[config.mk]
export PLATFORM = sky130hd
export DESIGN_NAME = eeprom_ctrl
export DESIGN_NICKNAME = d
export VERILOG_FILES = /design/src/rtl/eeprom_pkg.sv /design/src/rtl/eeprom_ctrl.sv
export SDC_FILE = /design/constraint.sdc
export NUM_CORES = 1
export LEC_CHECK = 0
export ABC_CLOCK_PERIOD_IN_PS = 2700
export CAP_MARGIN = 25
export CORE_ASPECT_RATIO = 0.7
export CORE_MARGIN = 5
export CORE_UTILIZATION = 30
export DETAILED_ROUTE_END_ITERATION = 8
export HOLD_SLACK_MARGIN = 0.08
export MAX_ROUTING_LAYER = met4
export PLACE_DENSITY_LB_ADDON = 0.2
export SYNTH_ARGS = -nofsm -noshare
export SYNTH_HDL_FRONTEND = slang
export SYNTH_SLANG_ARGS = --single-unit
[constraint.sdc]
create_clock -name clk -period 2.7 [get_ports clk]
set_input_delay 0.675 -clock clk [delete_from_list [all_inputs] [get_ports clk]]
set_output_delay 0.675 -clock clk [all_outputs]
set_load 0.01 [all_outputs]
[src/rtl/eeprom_pkg.sv]
// Shared encodings for the EEPROM array controller: command codes, FSM states
// and the default erased-byte value.
package eeprom_pkg;

   localparam int unsigned CMD_W   = 2;
   localparam int unsigned STATE_W = 3;

   localparam logic [CMD_W-1:0] CMD_READ  = 2'b00;
   localparam logic [CMD_W-1:0] CMD_ERASE = 2'b01;
   localparam logic [CMD_W-1:0] CMD_WRITE = 2'b10;
   localparam logic [CMD_W-1:0] CMD_RSVD  = 2'b11;

   localparam logic [STATE_W-1:0] ST_IDLE   = 3'd0;
   localparam logic [STATE_W-1:0] ST_READ   = 3'd1;
   localparam logic [STATE_W-1:0] ST_ERASE  = 3'd2;
   localparam logic [STATE_W-1:0] ST_GAP_E  = 3'd3;
   localparam logic [STATE_W-1:0] ST_PROG   = 3'd4;
   localparam logic [STATE_W-1:0] ST_GAP_P  = 3'd5;
   localparam logic [STATE_W-1:0] ST_VERIFY = 3'd6;
   localparam logic [STATE_W-1:0] ST_RESP   = 3'd7;

   localparam logic [7:0] ERASED_VAL_DEF = 8'hFF;

   function automatic int unsigned max3(input int unsigned a, input int unsigned b,
                                        input int unsigned c);
      int unsigned m;
      m = (a > b) ? a : b;
      return (m > c) ? m : c;
   endfunction

endpackage

[src/rtl/eeprom_ctrl.sv]
// EEPROM array initiator: sequences READ, ERASE and WRITE (erase/program/verify)
// with programmed strobe hold times and returns one response per command.
module eeprom_ctrl
   import eeprom_pkg::*;
#(
   parameter int unsigned        ADDR_W     = 4,
   parameter int unsigned        DATA_W     = 8,
   parameter int unsigned        ERASE_CYC  = 4,
   parameter int unsigned        PROG_CYC   = 4,
   parameter int unsigned        RD_CYC     = 1,
   parameter logic [DATA_W-1:0]  ERASED_VAL = DATA_W'(ERASED_VAL_DEF)
) (
   input  logic              clk,
   input  logic              rst_n,
   input  logic              req_valid,
   output logic              req_ready,
   input  logic [CMD_W-1:0]  req_cmd,
   input  logic [ADDR_W-1:0] req_addr,
   input  logic [DATA_W-1:0] req_wdata,
   output logic              rsp_valid,
   output logic [DATA_W-1:0] rsp_data,
   output logic              rsp_err,
   output logic              busy,
   output logic [ADDR_W-1:0] mem_addr,
   output logic              mem_we,
   output logic              mem_erase,
   output logic [DATA_W-1:0] mem_wdata,
   input  logic [DATA_W-1:0] mem_rdata
);

   localparam int unsigned CNT_MAX = max3(ERASE_CYC, PROG_CYC, RD_CYC);
   localparam int unsigned CNT_W   = (CNT_MAX > 1) ? $clog2(CNT_MAX) : 1;

   logic [STATE_W-1:0] state, state_nxt;
   logic [CNT_W-1:0]   cnt, cnt_nxt;
   logic [CMD_W-1:0]   cmd_q;
   logic [DATA_W-1:0]  wdata_q;
   logic [DATA_W-1:0]  rsp_data_nxt;
   logic               rsp_err_nxt;
   logic               accept_c;
   logic [DATA_W-1:0]  verify_exp_c;

   assign accept_c     = (state == ST_IDLE) && req_valid && req_ready;
   assign verify_exp_c = (cmd_q == CMD_WRITE) ? wdata_q : ERASED_VAL;

   // State, counter, captured request and all outputs (outputs follow the next state)
   always_ff @(posedge clk or negedge rst_n) begin
      if (!rst_n) begin
         state     <= ST_IDLE;
         cnt       <= '0;
         cmd_q     <= CMD_READ;
         wdata_q   <= '0;
         req_ready <= 1'b0;
         rsp_valid <= 1'b0;
         rsp_data  <= '0;
         rsp_err   <= 1'b0;
         busy      <= 1'b0;
         mem_addr  <= '0;
         mem_we    <= 1'b0;
         mem_erase <= 1'b0;
         mem_wdata <= '0;
      end else begin
         state     <= state_nxt;
         cnt       <= cnt_nxt;
         req_ready <= (state_nxt == ST_IDLE);
         busy      <= (state_nxt != ST_IDLE);
         rsp_valid <= (state_nxt == ST_RESP);
         mem_erase <= (state_nxt == ST_ERASE);
         mem_we    <= (state_nxt == ST_PROG);
         mem_wdata <= (state_nxt == ST_PROG) ? wdata_q : '0;
         rsp_data  <= rsp_data_nxt;
         rsp_err   <= rsp_err_nxt;
         if (accept_c) begin
            cmd_q    <= req_cmd;
            wdata_q  <= req_wdata;
            mem_addr <= req_addr;
         end
      end
   end

   // Next state; the counter is loaded on state entry and the state advances at zero
   always_comb begin
      state_nxt    = state;
      cnt_nxt      = (cnt != '0) ? cnt - CNT_W'(1) : cnt;
      rsp_data_nxt = rsp_data;
      rsp_err_nxt  = rsp_err;
      unique case (state)
         ST_IDLE: begin
            if (accept_c) begin
               unique case (req_cmd)
                  CMD_READ: begin
                     state_nxt = ST_READ;
                     cnt_nxt   = CNT_W'(RD_CYC - 1);
                  end
                  CMD_ERASE, CMD_WRITE: begin
                     state_nxt = ST_ERASE;
                     cnt_nxt   = CNT_W'(ERASE_CYC - 1);
                  end
                  default: begin
                     state_nxt    = ST_RESP;
                     rsp_data_nxt = '0;
                     rsp_err_nxt  = 1'b1;
                  end
               endcase
            end
         end
         ST_READ: begin
            if (cnt == '0) begin
               state_nxt    = ST_RESP;
               rsp_data_nxt = mem_rdata;
               rsp_err_nxt  = 1'b0;
            end
         end
         ST_ERASE: begin
            if (cnt == '0) state_nxt = ST_GAP_E;
         end
         ST_GAP_E: begin
            if (cmd_q == CMD_WRITE) begin
               state_nxt = ST_PROG;
               cnt_nxt   = CNT_W'(PROG_CYC - 1);
            end else begin
               state_nxt = ST_VERIFY;
               cnt_nxt   = CNT_W'(RD_CYC - 1);
            end
         end
         ST_PROG: begin
            if (cnt == '0) state_nxt = ST_GAP_P;
         end
         ST_GAP_P: begin
            state_nxt = ST_VERIFY;
            cnt_nxt   = CNT_W'(RD_CYC - 1);
         end
         ST_VERIFY: begin
            if (cnt == '0) begin
               state_nxt    = ST_RESP;
               rsp_data_nxt = mem_rdata;
               rsp_err_nxt  = (mem_rdata != verify_exp_c);
            end
         end
         ST_RESP:  state_nxt = ST_IDLE;
         default:  state_nxt = ST_IDLE;
      endcase
   end

endmodule

==> results.cfg <==
[pwr]
power-per-cell-area_mw_per_mm2 = 1060
vdd_drop_max_v = 0.000338
leakage_nw = 1.17

[placement]
placed_cell_area_mm2 = 0.00243
io_buffers = 50
pre_cts_ws_ns = 0.242
dpl.hpwl_um = 3200
gp_congestion = 0.809

[layout]
antenna_cells = 0
finish.utilization_pct = 41.9
final_cell_area_mm2 = 0.00256
area_growth_pct = 37.9
multi_input_area_um2 = 728
ff_latch_area_mm2 = 0.00103
drive_above_1_share_pct = 9.05
fillers = 637
fin_nets = 269

[yosys]
ys.flop_type = dfrtp_1
syn_nets = 216
synth_area_leaders = dfrtp_1, nand2_1, o21ai_0
synth-adder-area-share_pct = 1.35
synth_top_cell_area_share_pct = 55.2
yosysTopAreaCell = dfrtp_1
synthArstFlopShare_pct = 100
synth_edf_count = 0
synth.distinct_cells = 43
synthSimpleGateAreaFrac_pct = 20.1
synth_top_family_by_area = simple AND/OR/NAND/NOR gates
syn_avg_cell_area_um2 = 9.84
synthesis.area_mm2 = 0.00186
synth_cells = 189
synth_seq_area_share_pct = 55.2
yosys_warnings = 0
ys_seq_elements = 41
muxShareOfSynthArea_pct = 0.606
synth_compound_area_share_pct = 15.7
synth_xor_area_share_pct = 1.41

[setup_path]
cp-end-kind = flop
criticalPathCategory = input pin to flop
worst-r2r-cell-count = 4
crit_top_cell = a2111oi_2
cp.arrival_ns = 2.31
cp-start-kind = input pin
critPathMaxFanout = 4
cp.depth = 6
crit_chain = clkdlybuf4s50_1 -> or2_1 -> a2111oi_2 -> a32oi_1 -> a2111oi_2 -> o31ai_1
max_stage_delay_ns = 0.46
path_buf_inv = 1
path_delay_family = compound AO/OA/AOI/OAI gates
crit_slowest_cell = clkdlybuf4s50_1
required_ns = 2.85

[timing]
hold_violations = 0
post-route-period-util_pct = 79.8
slew_viol_final = 0
period_needed_ns = 2.16
skew_ns = 0.00851
slew_headroom_pct = 53.8
fmax_ghz = 0.464
grt_setup_unrepaired = no
finalWorstSetupSlack_ns = 0.544
tightest_slew_ns = 0.693
fin_setup_tns_ns = 0
setup_violations = 0

[clocking]
clk_latency_ns = 0.29
cts_root_buf = clkbuf_8
tritoncts = built
clk_pin_slew_worst_paths_ns = 0.08
clk_path_buf_depth = 2
cts.sinks = 41
ctsResizeCount = 0
h-tree-depth = 2
postCtsSetupRepairBufs = 0
cts_inserted_buffers = 5
cts_hold_buf = 0

[global_routing]
antenna_found_initial = 0
overflow = 0
grt_usage_pct = 11.5
grt_pass1_wl_um = 7040
grt_pass1_vias = 1397
grt_max_degree = 22

[floorplanning]
start_util_pct = 30.4
fp-row-count = 24
ios = 51
core_mm2 = 0.00613
die_w_um = 104
dieArea_mm2 = 0.00790
die_y_um = 75.9

[detailed_routing]
via_count = 1455
dr.pass1.iters = 4
remaining_drc_errors = 0
antenna_left = 0
drtIter0Drc = 46
wl_um = 4260
wl_per_cell_um = 13.3
via_per_inst = 4.53

[hold_path]
hp-class = input pin to async pin

[outcome]
status = completed

[job]
max-cap-violations = 0
cell families after synthesis:
| logic type | after synthesis |
|---|---|
| xor gates and xnor gates | 3 |
| AOI/OAI and AO/OA | 41 |
| muxes | 1 |
| adders and majority gates | 2 |
| and+or+nand+nor | 78 |
| buffers and inverters | 23 |
| DFF | 41 |
layout by cell type, fill, tap and decap left out, types with 2 or more instances in the layout:
| cell | count |
|---|---|
| clkdlybuf4s50_1 | 49 |
| nand2_1 | 45 |
| dfrtp_1 | 41 |
| o21ai_0 | 20 |
| inv_1 | 16 |
| nor2_1 | 13 |
| clkbuf_8 | 5 |
| nor3_1 | 4 |
| a21o_1 | 3 |
| buf_4 | 3 |
| or3_1 | 2 |
| o22ai_1 | 2 |
| or2_1 | 2 |
| a2111oi_2 | 2 |
| a21oi_1 | 2 |
| xnor2_1 | 2 |
| ha_1 | 2 |
| bufinv_16 | 2 |
routing by layer:
metal / vias to the layer above / GRT usage (%) / part of all wire (%)
li1: 736 / - / -
met1: 668 / 16.3 / 53
met2: 46 / 15.3 / 39
met3: 5 / 4.57 / 7.3
met4: 0 / 2.73 / 0.84
met5: - / - / 0
state kept, by name (all words and copies together) (netlist names):
signal / count
busy: 1
cmd_q: 2
cnt: 2
mem_addr: 4
mem_erase: 1
mem_wdata: 8
mem_we: 1
req_ready: 1
rsp_data: 8
rsp_err: 1
rsp_valid: 1
state: 3
wdata_q: 8
synthesized netlist by cell type, drive strengths merged, types with 2 or more instances:
cell type	count
a2111oi	2
a21o	3
a21oi	2
a22oi	2
buf	5
clkbuf	2
dfrtp	41
ha	2
inv	16
nand2	46
nand3b	2
nor2	13
nor3	5
o21ai	21
o22ai	2
or2	2
or3	2
xnor2	2
power breakdown:
group | leakage [nW] | internal [mW] | switching, mW
Clock | 0.0681 | 0.367 | 0.213
Combinational | 0.583 | 0.531 | 0.556
Sequential | 0.522 | 0.864 | 0.192
Total | 1.17 | 1.76 | 0.960
cell type report:
cell class | instances | area share [%]
Inverter | 16 | 2.34
Sequential cell | 41 | 40.0
Clock inverter | 3 | 2.54
Timing Repair Buffer | 53 | 20.2
Tap cell | 78 | 3.81
Multi-Input combinational cell | 125 | 28.4
Clock buffer | 5 | 2.68
worst paths after layout:
path	end	startpoint	slack, ns
min in group clk	mem_addr[3]	mem_addr[3]	0.48
setup / recovery	rsp_err	mem_rdata[3]	0.54
hold reg to reg	mem_addr[3]	mem_addr[3]	0.48
hold / removal	wdata_q[6]	rst_n	0.34
max in group asynchronous	cmd_q[1]	rst_n	1.71
setup reg to reg	rsp_data[7]	state[2]	0.83
metrics by stage:
step	total power [mW]	hold slack (ns)	std cells
2_1_floorplan	1.70	0.379	189
3_3_place_gp	2.17	0.458	313
3_5_place_dp	2.17	0.466	313
4_1_cts	2.77	0.338	321
5_1_grt	2.94	0.363	321
6_report	2.72	0.340	321
(Power assumes the default switching activity.)
